### src/rtl/video_timing_gen_if.sv
// ---------------------------------------------------------------------------
// video_timing_gen_if
// Configuration handshake bundle for video_timing_gen. The master offers a
// complete raster timing set (cfg_valid plus every field); the slave
// (the timing generator) answers with cfg_ready and a one-cycle cfg_err
// pulse when an accepted offer is illegal.
//   cfg_valid              master -> slave  new timing offered
//   cfg_ready              slave  -> master shadow register free
//   cfg_err                slave  -> master accepted offer was illegal
//   cfg_h_active/fp/sync/bp master -> slave horizontal timing (CW bits)
//   cfg_v_active/fp/sync/bp master -> slave vertical timing (CW bits)
//   cfg_hpol, cfg_vpol     master -> slave  sync polarity, 1 = active-high
// ---------------------------------------------------------------------------
interface video_timing_gen_if #(
    parameter int CW = 12
);
    logic          cfg_valid;
    logic          cfg_ready;
    logic          cfg_err;
    logic [CW-1:0] cfg_h_active;
    logic [CW-1:0] cfg_h_fp;
    logic [CW-1:0] cfg_h_sync;
    logic [CW-1:0] cfg_h_bp;
    logic [CW-1:0] cfg_v_active;
    logic [CW-1:0] cfg_v_fp;
    logic [CW-1:0] cfg_v_sync;
    logic [CW-1:0] cfg_v_bp;
    logic          cfg_hpol;
    logic          cfg_vpol;

    modport master (
        output cfg_valid, cfg_h_active, cfg_h_fp, cfg_h_sync, cfg_h_bp,
               cfg_v_active, cfg_v_fp, cfg_v_sync, cfg_v_bp, cfg_hpol, cfg_vpol,
        input  cfg_ready, cfg_err
    );

    modport slave (
        input  cfg_valid, cfg_h_active, cfg_h_fp, cfg_h_sync, cfg_h_bp,
               cfg_v_active, cfg_v_fp, cfg_v_sync, cfg_v_bp, cfg_hpol, cfg_vpol,
        output cfg_ready, cfg_err
    );
endinterface

### src/rtl/video_timing_gen.sv
// ---------------------------------------------------------------------------
// video_timing_gen
// Run-time programmable raster timing generator. Counts hcount/vcount over a
// live timing set, decodes sync/de/frame_start/line_start one clock after the
// counters, and delays those decoded strobes by OUT_DELAY further stages to
// line up with downstream pixel latency. New timing arrives through a shadow
// register and only becomes live on a frame boundary (or at once when idle),
// so no frame ever mixes two timings.
// Ports:
//   clk          pixel clock
//   reset_n      asynchronous active-low reset
//   enable       1 = generate raster, 0 = finish current frame then idle
//   cfg          configuration handshake (video_timing_gen_if.slave)
//   hcount/vcount raw raster position (undelayed)
//   hsync/vsync  polarity-applied syncs, delayed OUT_DELAY
//   de           active-area enable, delayed OUT_DELAY
//   frame_start  pulse at (0,0), delayed OUT_DELAY
//   line_start   pulse at hcount==0, delayed OUT_DELAY
//   frame_count  frames begun since reset (wraps)
//   running      1 while in RUN or DRAIN
// ---------------------------------------------------------------------------
module video_timing_gen #(
    parameter int          CW           = 12,
    parameter int          FC_W         = 16,
    parameter int          OUT_DELAY    = 0,
    parameter int unsigned DEF_H_ACTIVE = 32'd1280,
    parameter int unsigned DEF_H_FP     = 32'd110,
    parameter int unsigned DEF_H_SYNC   = 32'd40,
    parameter int unsigned DEF_H_BP     = 32'd220,
    parameter int unsigned DEF_V_ACTIVE = 32'd720,
    parameter int unsigned DEF_V_FP     = 32'd5,
    parameter int unsigned DEF_V_SYNC   = 32'd5,
    parameter int unsigned DEF_V_BP     = 32'd20,
    parameter logic        DEF_HPOL     = 1'b1,
    parameter logic        DEF_VPOL     = 1'b1
) (
    input  logic              clk,
    input  logic              reset_n,
    input  logic              enable,
    video_timing_gen_if.slave cfg,
    output logic [CW-1:0]     hcount,
    output logic [CW-1:0]     vcount,
    output logic              hsync,
    output logic              vsync,
    output logic              de,
    output logic              frame_start,
    output logic              line_start,
    output logic [FC_W-1:0]   frame_count,
    output logic              running
);

    typedef enum logic [1:0] {
        ST_IDLE  = 2'd0,
        ST_RUN   = 2'd1,
        ST_DRAIN = 2'd2
    } state_e;

    typedef struct packed {
        logic [CW-1:0] h_act;
        logic [CW-1:0] h_fp;
        logic [CW-1:0] h_sync;
        logic [CW-1:0] h_bp;
        logic [CW-1:0] v_act;
        logic [CW-1:0] v_fp;
        logic [CW-1:0] v_sync;
        logic [CW-1:0] v_bp;
        logic          hpol;
        logic          vpol;
    } timing_t;

    localparam timing_t DEF_TIMING = '{
        h_act:  CW'(DEF_H_ACTIVE), h_fp: CW'(DEF_H_FP),
        h_sync: CW'(DEF_H_SYNC),   h_bp: CW'(DEF_H_BP),
        v_act:  CW'(DEF_V_ACTIVE), v_fp: CW'(DEF_V_FP),
        v_sync: CW'(DEF_V_SYNC),   v_bp: CW'(DEF_V_BP),
        hpol:   DEF_HPOL,          vpol: DEF_VPOL
    };

    localparam logic [CW-1:0]   ONE_CW  = {{(CW-1){1'b0}}, 1'b1};
    localparam logic [FC_W-1:0] ONE_FC  = {{(FC_W-1){1'b0}}, 1'b1};
    localparam logic [CW+1:0]   ONE_T   = {{(CW+1){1'b0}}, 1'b1};
    // Largest legal total: exactly 2^CW, so the last count still fits CW bits.
    localparam logic [CW+1:0]   TOT_MAX = {2'b01, {CW{1'b0}}};
    // Pipe word layout: {frame_start, line_start, de, vsync, hsync}.
    localparam logic [4:0]      PIPE_RST = {1'b0, 1'b0, 1'b0, ~DEF_VPOL, ~DEF_HPOL};

    // Sum of four timing fields, widened so no combination can overflow.
    function automatic logic [CW+1:0] tot_f(input logic [CW-1:0] a, input logic [CW-1:0] b,
                                            input logic [CW-1:0] c, input logic [CW-1:0] d);
        tot_f = {2'b00, a} + {2'b00, b} + {2'b00, c} + {2'b00, d};
    endfunction

    state_e          state_q, state_d;
    logic [CW-1:0]   h_q, h_d, v_q, v_d;
    logic [FC_W-1:0] fc_q, fc_d;
    timing_t         live_q, live_d, shadow_q, shadow_d;
    logic            pending_q, pending_d;
    logic            err_q, err_d;
    logic [4:0]      pipe_q [0:OUT_DELAY];

    timing_t         cfg_in_s;
    logic [CW+1:0]   h_tot_s, v_tot_s, cfg_h_tot_s, cfg_v_tot_s;
    logic            run_s, h_last_s, v_last_s, frame_wrap_s;
    logic            xfer_s, cfg_legal_s;
    logic [CW+1:0]   h_ext_s, v_ext_s, hs_lo_s, hs_hi_s, vs_lo_s, vs_hi_s;
    logic            hs_raw_s, vs_raw_s;
    logic [4:0]      dec_s;

    assign cfg_in_s = '{
        h_act:  cfg.cfg_h_active, h_fp: cfg.cfg_h_fp,
        h_sync: cfg.cfg_h_sync,   h_bp: cfg.cfg_h_bp,
        v_act:  cfg.cfg_v_active, v_fp: cfg.cfg_v_fp,
        v_sync: cfg.cfg_v_sync,   v_bp: cfg.cfg_v_bp,
        hpol:   cfg.cfg_hpol,     vpol: cfg.cfg_vpol
    };

    assign h_tot_s      = tot_f(live_q.h_act, live_q.h_fp, live_q.h_sync, live_q.h_bp);
    assign v_tot_s      = tot_f(live_q.v_act, live_q.v_fp, live_q.v_sync, live_q.v_bp);
    assign cfg_h_tot_s  = tot_f(cfg_in_s.h_act, cfg_in_s.h_fp, cfg_in_s.h_sync, cfg_in_s.h_bp);
    assign cfg_v_tot_s  = tot_f(cfg_in_s.v_act, cfg_in_s.v_fp, cfg_in_s.v_sync, cfg_in_s.v_bp);

    assign run_s        = (state_q != ST_IDLE);
    assign h_last_s     = ({2'b00, h_q} == (h_tot_s - ONE_T));
    assign v_last_s     = ({2'b00, v_q} == (v_tot_s - ONE_T));
    assign frame_wrap_s = run_s && h_last_s && v_last_s;

    // cfg_ready is simply "no pending shadow", so a transfer can never
    // coincide with the apply edge.
    assign xfer_s       = cfg.cfg_valid && !pending_q;
    assign cfg_legal_s  = (cfg_in_s.h_act  != {CW{1'b0}}) && (cfg_in_s.h_sync != {CW{1'b0}}) &&
                          (cfg_in_s.v_act  != {CW{1'b0}}) && (cfg_in_s.v_sync != {CW{1'b0}}) &&
                          (cfg_h_tot_s <= TOT_MAX) && (cfg_v_tot_s <= TOT_MAX);

    // Next-state logic of the IDLE/RUN/DRAIN controller.
    always_comb begin
        state_d = state_q;
        case (state_q)
            ST_IDLE: begin
                if (enable) state_d = ST_RUN;
                else        state_d = ST_IDLE;
            end
            ST_RUN: begin
                if (!enable) state_d = ST_DRAIN;
                else         state_d = ST_RUN;
            end
            ST_DRAIN: begin
                if (frame_wrap_s) state_d = enable ? ST_RUN : ST_IDLE;
                else              state_d = ST_DRAIN;
            end
            default: state_d = ST_IDLE;
        endcase
    end

    // Raster counters and frame counter next values.
    always_comb begin
        h_d  = h_q;
        v_d  = v_q;
        fc_d = fc_q;
        if (run_s) begin
            if (h_last_s) begin
                h_d = {CW{1'b0}};
                if (v_last_s) v_d = {CW{1'b0}};
                else          v_d = v_q + ONE_CW;
            end else begin
                h_d = h_q + ONE_CW;
            end
        end else begin
            h_d = {CW{1'b0}};
            v_d = {CW{1'b0}};
        end
        // A frame begins when leaving IDLE or when a wrap continues in RUN;
        // a wrap that drops back to IDLE starts nothing.
        if ((state_q == ST_IDLE && enable) || (frame_wrap_s && state_d == ST_RUN)) begin
            fc_d = fc_q + ONE_FC;
        end else begin
            fc_d = fc_q;
        end
    end

    // Shadow/live timing handoff and illegal-config flag.
    always_comb begin
        live_d    = live_q;
        shadow_d  = shadow_q;
        pending_d = pending_q;
        err_d     = 1'b0;
        if (pending_q && (frame_wrap_s || state_q == ST_IDLE)) begin
            live_d    = shadow_q;
            pending_d = 1'b0;
        end else if (xfer_s) begin
            if (cfg_legal_s) begin
                shadow_d  = cfg_in_s;
                pending_d = 1'b1;
            end else begin
                err_d = 1'b1;
            end
        end else begin
            pending_d = pending_q;
        end
    end

    assign h_ext_s  = {2'b00, h_q};
    assign v_ext_s  = {2'b00, v_q};
    assign hs_lo_s  = {2'b00, live_q.h_act} + {2'b00, live_q.h_fp};
    assign hs_hi_s  = hs_lo_s + {2'b00, live_q.h_sync};
    assign vs_lo_s  = {2'b00, live_q.v_act} + {2'b00, live_q.v_fp};
    assign vs_hi_s  = vs_lo_s + {2'b00, live_q.v_sync};
    assign hs_raw_s = (h_ext_s >= hs_lo_s) && (h_ext_s < hs_hi_s);
    assign vs_raw_s = (v_ext_s >= vs_lo_s) && (v_ext_s < vs_hi_s);

    // Raw strobe decode of the current position; idle forces inactive levels
    // because the parked (0,0) position would otherwise decode as active.
    always_comb begin
        dec_s = {1'b0, 1'b0, 1'b0, ~live_q.vpol, ~live_q.hpol};
        if (run_s) begin
            dec_s = {(h_q == {CW{1'b0}}) && (v_q == {CW{1'b0}}),
                     (h_q == {CW{1'b0}}),
                     (h_ext_s < {2'b00, live_q.h_act}) && (v_ext_s < {2'b00, live_q.v_act}),
                     vs_raw_s ^ ~live_q.vpol,
                     hs_raw_s ^ ~live_q.hpol};
        end else begin
            dec_s = {1'b0, 1'b0, 1'b0, ~live_q.vpol, ~live_q.hpol};
        end
    end

    // Control, counter and configuration registers.
    always_ff @(posedge clk or negedge reset_n) begin
        if (!reset_n) begin
            state_q   <= ST_IDLE;
            h_q       <= {CW{1'b0}};
            v_q       <= {CW{1'b0}};
            fc_q      <= {FC_W{1'b0}};
            live_q    <= DEF_TIMING;
            shadow_q  <= DEF_TIMING;
            pending_q <= 1'b0;
            err_q     <= 1'b0;
        end else begin
            state_q   <= state_d;
            h_q       <= h_d;
            v_q       <= v_d;
            fc_q      <= fc_d;
            live_q    <= live_d;
            shadow_q  <= shadow_d;
            pending_q <= pending_d;
            err_q     <= err_d;
        end
    end

    // Decode register followed by OUT_DELAY alignment stages.
    always_ff @(posedge clk or negedge reset_n) begin
        if (!reset_n) begin
            for (int i = 0; i <= OUT_DELAY; i++) begin
                pipe_q[i] <= PIPE_RST;
            end
        end else begin
            pipe_q[0] <= dec_s;
            for (int i = 1; i <= OUT_DELAY; i++) begin
                pipe_q[i] <= pipe_q[i-1];
            end
        end
    end

    assign hcount        = h_q;
    assign vcount        = v_q;
    assign frame_count   = fc_q;
    assign running       = run_s;
    assign cfg.cfg_ready = ~pending_q;
    assign cfg.cfg_err   = err_q;
    assign hsync         = pipe_q[OUT_DELAY][0];
    assign vsync         = pipe_q[OUT_DELAY][1];
    assign de            = pipe_q[OUT_DELAY][2];
    assign line_start    = pipe_q[OUT_DELAY][3];
    assign frame_start   = pipe_q[OUT_DELAY][4];

endmodule

### src/flat_wrapper.sv
// flat-port wrapper written by rule: the top's interface ports become plain ports
module video_timing_gen_flat 
#(
    parameter int          CW           = 12,
    parameter int          FC_W         = 16,
    parameter int          OUT_DELAY    = 0,
    parameter int unsigned DEF_H_ACTIVE = 32'd1280,
    parameter int unsigned DEF_H_FP     = 32'd110,
    parameter int unsigned DEF_H_SYNC   = 32'd40,
    parameter int unsigned DEF_H_BP     = 32'd220,
    parameter int unsigned DEF_V_ACTIVE = 32'd720,
    parameter int unsigned DEF_V_FP     = 32'd5,
    parameter int unsigned DEF_V_SYNC   = 32'd5,
    parameter int unsigned DEF_V_BP     = 32'd20,
    parameter logic        DEF_HPOL     = 1'b1,
    parameter logic        DEF_VPOL     = 1'b1
)
  (clk, reset_n, enable, hcount, vcount, hsync, vsync, de, frame_start, line_start, frame_count, running, cfg_cfg_valid, cfg_cfg_h_active, cfg_cfg_h_fp, cfg_cfg_h_sync, cfg_cfg_h_bp, cfg_cfg_v_active, cfg_cfg_v_fp, cfg_cfg_v_sync, cfg_cfg_v_bp, cfg_cfg_hpol, cfg_cfg_vpol, cfg_cfg_ready, cfg_cfg_err);
  video_timing_gen_if #(.CW(CW)) cfg_i ();
  input  logic clk;
  input  logic reset_n;
  input  logic enable;
  output logic [CW-1:0] hcount;
  output logic [CW-1:0] vcount;
  output logic hsync;
  output logic vsync;
  output logic de;
  output logic frame_start;
  output logic line_start;
  output logic [FC_W-1:0] frame_count;
  output logic running;
  input wire logic [$bits(cfg_i.cfg_valid)-1:0] cfg_cfg_valid;
  input wire logic [$bits(cfg_i.cfg_h_active)-1:0] cfg_cfg_h_active;
  input wire logic [$bits(cfg_i.cfg_h_fp)-1:0] cfg_cfg_h_fp;
  input wire logic [$bits(cfg_i.cfg_h_sync)-1:0] cfg_cfg_h_sync;
  input wire logic [$bits(cfg_i.cfg_h_bp)-1:0] cfg_cfg_h_bp;
  input wire logic [$bits(cfg_i.cfg_v_active)-1:0] cfg_cfg_v_active;
  input wire logic [$bits(cfg_i.cfg_v_fp)-1:0] cfg_cfg_v_fp;
  input wire logic [$bits(cfg_i.cfg_v_sync)-1:0] cfg_cfg_v_sync;
  input wire logic [$bits(cfg_i.cfg_v_bp)-1:0] cfg_cfg_v_bp;
  input wire logic [$bits(cfg_i.cfg_hpol)-1:0] cfg_cfg_hpol;
  input wire logic [$bits(cfg_i.cfg_vpol)-1:0] cfg_cfg_vpol;
  output wire logic [$bits(cfg_i.cfg_ready)-1:0] cfg_cfg_ready;
  output wire logic [$bits(cfg_i.cfg_err)-1:0] cfg_cfg_err;
  assign cfg_i.cfg_valid = cfg_cfg_valid;
  assign cfg_i.cfg_h_active = cfg_cfg_h_active;
  assign cfg_i.cfg_h_fp = cfg_cfg_h_fp;
  assign cfg_i.cfg_h_sync = cfg_cfg_h_sync;
  assign cfg_i.cfg_h_bp = cfg_cfg_h_bp;
  assign cfg_i.cfg_v_active = cfg_cfg_v_active;
  assign cfg_i.cfg_v_fp = cfg_cfg_v_fp;
  assign cfg_i.cfg_v_sync = cfg_cfg_v_sync;
  assign cfg_i.cfg_v_bp = cfg_cfg_v_bp;
  assign cfg_i.cfg_hpol = cfg_cfg_hpol;
  assign cfg_i.cfg_vpol = cfg_cfg_vpol;
  assign cfg_cfg_ready = cfg_i.cfg_ready;
  assign cfg_cfg_err = cfg_i.cfg_err;
  video_timing_gen #(.CW(CW), .FC_W(FC_W), .OUT_DELAY(OUT_DELAY), .DEF_H_ACTIVE(DEF_H_ACTIVE), .DEF_H_FP(DEF_H_FP), .DEF_H_SYNC(DEF_H_SYNC), .DEF_H_BP(DEF_H_BP), .DEF_V_ACTIVE(DEF_V_ACTIVE), .DEF_V_FP(DEF_V_FP), .DEF_V_SYNC(DEF_V_SYNC), .DEF_V_BP(DEF_V_BP), .DEF_HPOL(DEF_HPOL), .DEF_VPOL(DEF_VPOL)) u_core (.clk(clk), .reset_n(reset_n), .enable(enable), .cfg(cfg_i), .hcount(hcount), .vcount(vcount), .hsync(hsync), .vsync(vsync), .de(de), .frame_start(frame_start), .line_start(line_start), .frame_count(frame_count), .running(running));
endmodule
### config.mk
export PLATFORM = sky130hd
export DESIGN_NAME = video_timing_gen_flat
export DESIGN_NICKNAME = d
export VERILOG_FILES = /design/src/rtl/video_timing_gen_if.sv /design/src/rtl/video_timing_gen.sv /design/src/flat_wrapper.sv
export SDC_FILE = /design/constraint.sdc
export NUM_CORES = 1
export LEC_CHECK = 0
export ABC_AREA = 1
export CAP_MARGIN = 10
export CELL_PAD_IN_SITES_DETAIL_PLACEMENT = 0
export CELL_PAD_IN_SITES_GLOBAL_PLACEMENT = 1
export CORE_MARGIN = 1.5
export CORE_UTILIZATION = 44
export DETAILED_ROUTE_END_ITERATION = 12
export PLACE_DENSITY_LB_ADDON = 0.1
export SKIP_LAST_GASP = 1
export SYNTH_ARGS = -nofsm -noshare
export SYNTH_HDL_FRONTEND = slang
export SYNTH_SLANG_ARGS = --single-unit
### constraint.sdc
create_clock -name clk -period 5.75 [get_ports clk]
set_clock_uncertainty 0.2 [all_clocks]
set_input_delay 1.15 -clock clk [delete_from_list [all_inputs] [get_ports clk]]
set_output_delay 1.15 -clock clk [all_outputs]
set_load 0.01 [all_outputs]
==> impl_metrics.tcl, run 1 <==
set metrics [dict create \
    startpoint "u_core.live_q[38]" \
    via_count 17230 \
    num_io_pins 150 \
    synthXorXnorAreaFrac_pct 5.231 \
    syn2layout_area_growth_pct 25.73 \
    postSynthCellCount 2622 \
    antenna_cells 0 \
    timing.rr.start "u_core.live_q[38]" \
    min_from "u_core.live_q[14]" \
    clk_pin_slew_ns 0.06 \
    clock-sinks 245 \
    start_util_pct 44.60 \
    final_hold_viol_count 0 \
    reg2reg_to "u_core.live_q[86]" \
    numCtsBuffers 29 \
    yosys.area_share.simple_pct 25.73 \
    drive_above_1_share_pct 12.39 \
    synth_fa_ha_area_share_pct 17.64 \
    min_period_over_period_pct 97.36 \
    hold_path_class "reg2reg" \
    grt.overflow.total 0 \
    grt_max_degree 122 \
    cp.required_ns 6.01 \
    avgSynthCellArea_um2 7.344 \
    fin_ws_ns 0.1516 \
    drc 0 \
    synthMuxAreaShare_pct 0 \
    tightest_slew_ns 1.038 \
    critical_path.most_common_cell "nand2_1" \
    crit_path_max_incr_delay_ns 0.42 \
    yosysWarnings 0 \
    clkLatencyLatePin_ns 0.57 \
    setup_viol 0 \
    yosysSeqAreaShare_pct 32.18 \
    cts_hold_buf 0 \
    globalplace.congestion 0.8875 \
    grt_pass1_vias 16330 \
    io_buffers 149 \
    path_max_fanout 7 \
    r2r_slack_ns 0.15 \
    yosysUniqueCellTypes 42 \
    relSlewSlack_pct 30.78 \
    grt_pass1_wl_mm 85.35 \
    arrival_ns 5.86 \
    place_ws_ns -0.3586 \
    dpl.hpwl_mm 42.65 \
    wire_per_inst_um 15.94 \
    status "finished, final reports clean" \
    via_per_inst 4.959 \
    clock_tree.buffer_depth 3 \
    ctsRootBufferMaster "clkbuf_16" \
    die_x_um 212.2 \
    worst_path_max_delay_cell "dfrtp_1" \
    routed_wl_mm 55.36 \
    min_period_ns 5.598 \
    h-tree-depth 1 \
    crit_path_end_kind "flop" \
    synth_top_family_by_area "simple AND/OR/NAND/NOR gates" \
    drtIter0Drc 943 \
    fmax_ghz 0.1786 \
    dr.pass1.iters 5 \
    rows 76 \
    nets 3219 \
    regArea_mm2 0.006197 \
    mostFrequentLayoutCells "nand2_1, inv_1, nand3_1" \
    detail-route-antenna-nets 0 \
    coreArea_mm2 0.04317 \
    antenna_found_initial 0 \
    ff2ff_path_depth 36 \
    critical_path.endpoint "u_core.live_q[86]" \
    die_h_um 212.2 \
    worstSetupStartpointType "flop" \
    mostFrequentLayoutCell "nand2_1" \
    slew_violations 0 \
    drv_cap 0 \
    fill_cells 4195 \
    cts_tree "yes" \
    syn-cell-area_mm2 0.01925 \
    rsz0062_at_grt "yes" \
    multi_input_area_mm2 0.01164 \
    synth_nets 2975 \
    track_usage_pct 23.87 \
    die-area_mm2 0.04502 \
    synth_compound_area_share_pct 8.805 \
    path_class "reg2reg" \
    synth_seq_cells 245 \
]
[routing by layer]
metal	vias to the layer above	GRT usage, %	part of all wire (%)
li1	8896	-	-
met1	8019	37.49	53
met2	276	35.24	43
met3	38	2.733	3.3
met4	0	3.916	1.4
met5	-	0	0
[metrics by stage]
stage	area [um^2]	hold slack [ns]	util, %	TNS (ns)	instances
final	24210	0.2617	56.08	0	3474
after floorplan	19250	0.2419	-	0	2622
after global routing	24210	0.2850	56.08	-8.457	3474
after detailed placement	22140	0.2569	51.28	-32.06	3393
after CTS	23210	0.2621	53.77	0	3447
after global placement	22140	0.2540	51.28	-27.06	3393
[registers in the layout, indices dropped and copies added (netlist names)]
name	count
u_core.live_q	98
u_core.hcount	12
u_core.shadow_q	98
u_core.pipe_q	5
u_core.vcount	12
u_core.frame_count	16
u_core.state_q	2
u_core.pending_q	1
u_core.cfg.cfg_err	1
[layout make-up]
cell class                      instances  area share [%]
Multi-Input combinational cell       1852           48.08
Sequential cell                       245           25.60
Timing Repair Buffer                  276           11.73
Inverter                              462           7.174
Clock buffer                           40           3.334
Tap cell                              585           3.023
Clock inverter                         14           1.065
[how the worst min path moves through the flow]
stage                                   end  slack [ns]  cells past startpoint
after detailed placement  u_core.live_q[14]        0.26                      2
after global placement    u_core.live_q[57]        0.25                      2
final                     u_core.live_q[14]        0.26                      2
after floorplan           u_core.live_q[10]        0.24                      2
after global routing      u_core.live_q[57]        0.29                      2
after CTS                 u_core.live_q[94]        0.26                      2
[critical path: cells and delay by family, from the launching register on]
kind / cells / cell delay, ns
AO/OA/AOI/OAI: 7 / 0.99
XOR/XNOR: 1 / 0.27
buffers and inverters: 5 / 0.66
adder cells (fa/ha/maj): 5 / 1.32
AND/OR/NAND/NOR: 18 / 1.63
flip-flops: 1 / 0.42
[Yosys cell counts]
master | instances | share of area [%]
nand2_1 | 721 | 14
inv_1 | 460 | 9.0
nand3_1 | 231 | 6.0
ha_1 | 217 | 14
dfrtp_1 | 193 | 25
o21ai_0 | 145 | 3.8
a21oi_1 | 112 | 2.9
nor2_1 | 112 | 2.2
xor2_1 | 81 | 3.7
dfstp_2 | 52 | 7.1
clkbuf_1 | 43 | 0.84
fa_1 | 34 | 3.5
nand4_1 | 34 | 1.1
xnor2_1 | 34 | 1.5
nor3_1 | 32 | 0.83
o21bai_1 | 19 | 0.74
buf_2 | 16 | 0.42
nand3b_1 | 16 | 0.62
nor4_1 | 14 | 0.45
a31oi_1 | 9 | 0.29
a21o_1 | 6 | 0.23
or2_2 | 6 | 0.19
a211oi_1 | 5 | 0.19
a21boi_0 | 4 | 0.16
o2111ai_1 | 3 | 0.14
o211ai_1 | 3 | 0.12
and3_1 | 2 | 0.065
buf_1 | 2 | 0.039
nand2_2 | 2 | 0.065
nor3b_1 | 2 | 0.078
a22oi_1 | 1 | 0.039
a31o_2 | 1 | 0.045
and2_1 | 1 | 0.033
buf_4 | 1 | 0.039
buf_6 | 1 | 0.058
clkbuf_2 | 1 | 0.026
clkinv_1 | 1 | 0.019
inv_2 | 1 | 0.019
o21a_1 | 1 | 0.039
o21ai_4 | 1 | 0.084
o311ai_0 | 1 | 0.045
or2_1 | 1 | 0.033
[kinds of logic (layout without fill, tap and decap cells)]
logic type,count (synthesis),count (layout)
buf+inv,526,792
simple gates,1174,1175
compound gates,311,311
flops,245,245
fa+ha+maj,251,251
xor+xnor,115,115
[what timing repair did]
item | in CTS | in global routing
setup buffers | 0 | 12
hold endpoints to repair | 0 | 0
cloned | 0 | 15
pin swaps | 1 | 54
setup endpoints to repair | 114 | 238
gates resized for setup | 2 | 149
Power of run 1 is left out: the tool's default activity adds up to more than one toggle a clock period on the data nets, which glitch-free logic cannot reach.
==> inputs of run 2 (changes only) <==
- HOLD_SLACK_MARGIN: default -> 0.02
==> results of run 2 <==
Same layout as run 1: the final DEF is identical, and so are final timing and power.
Power of run 2 is left out for the same reason.
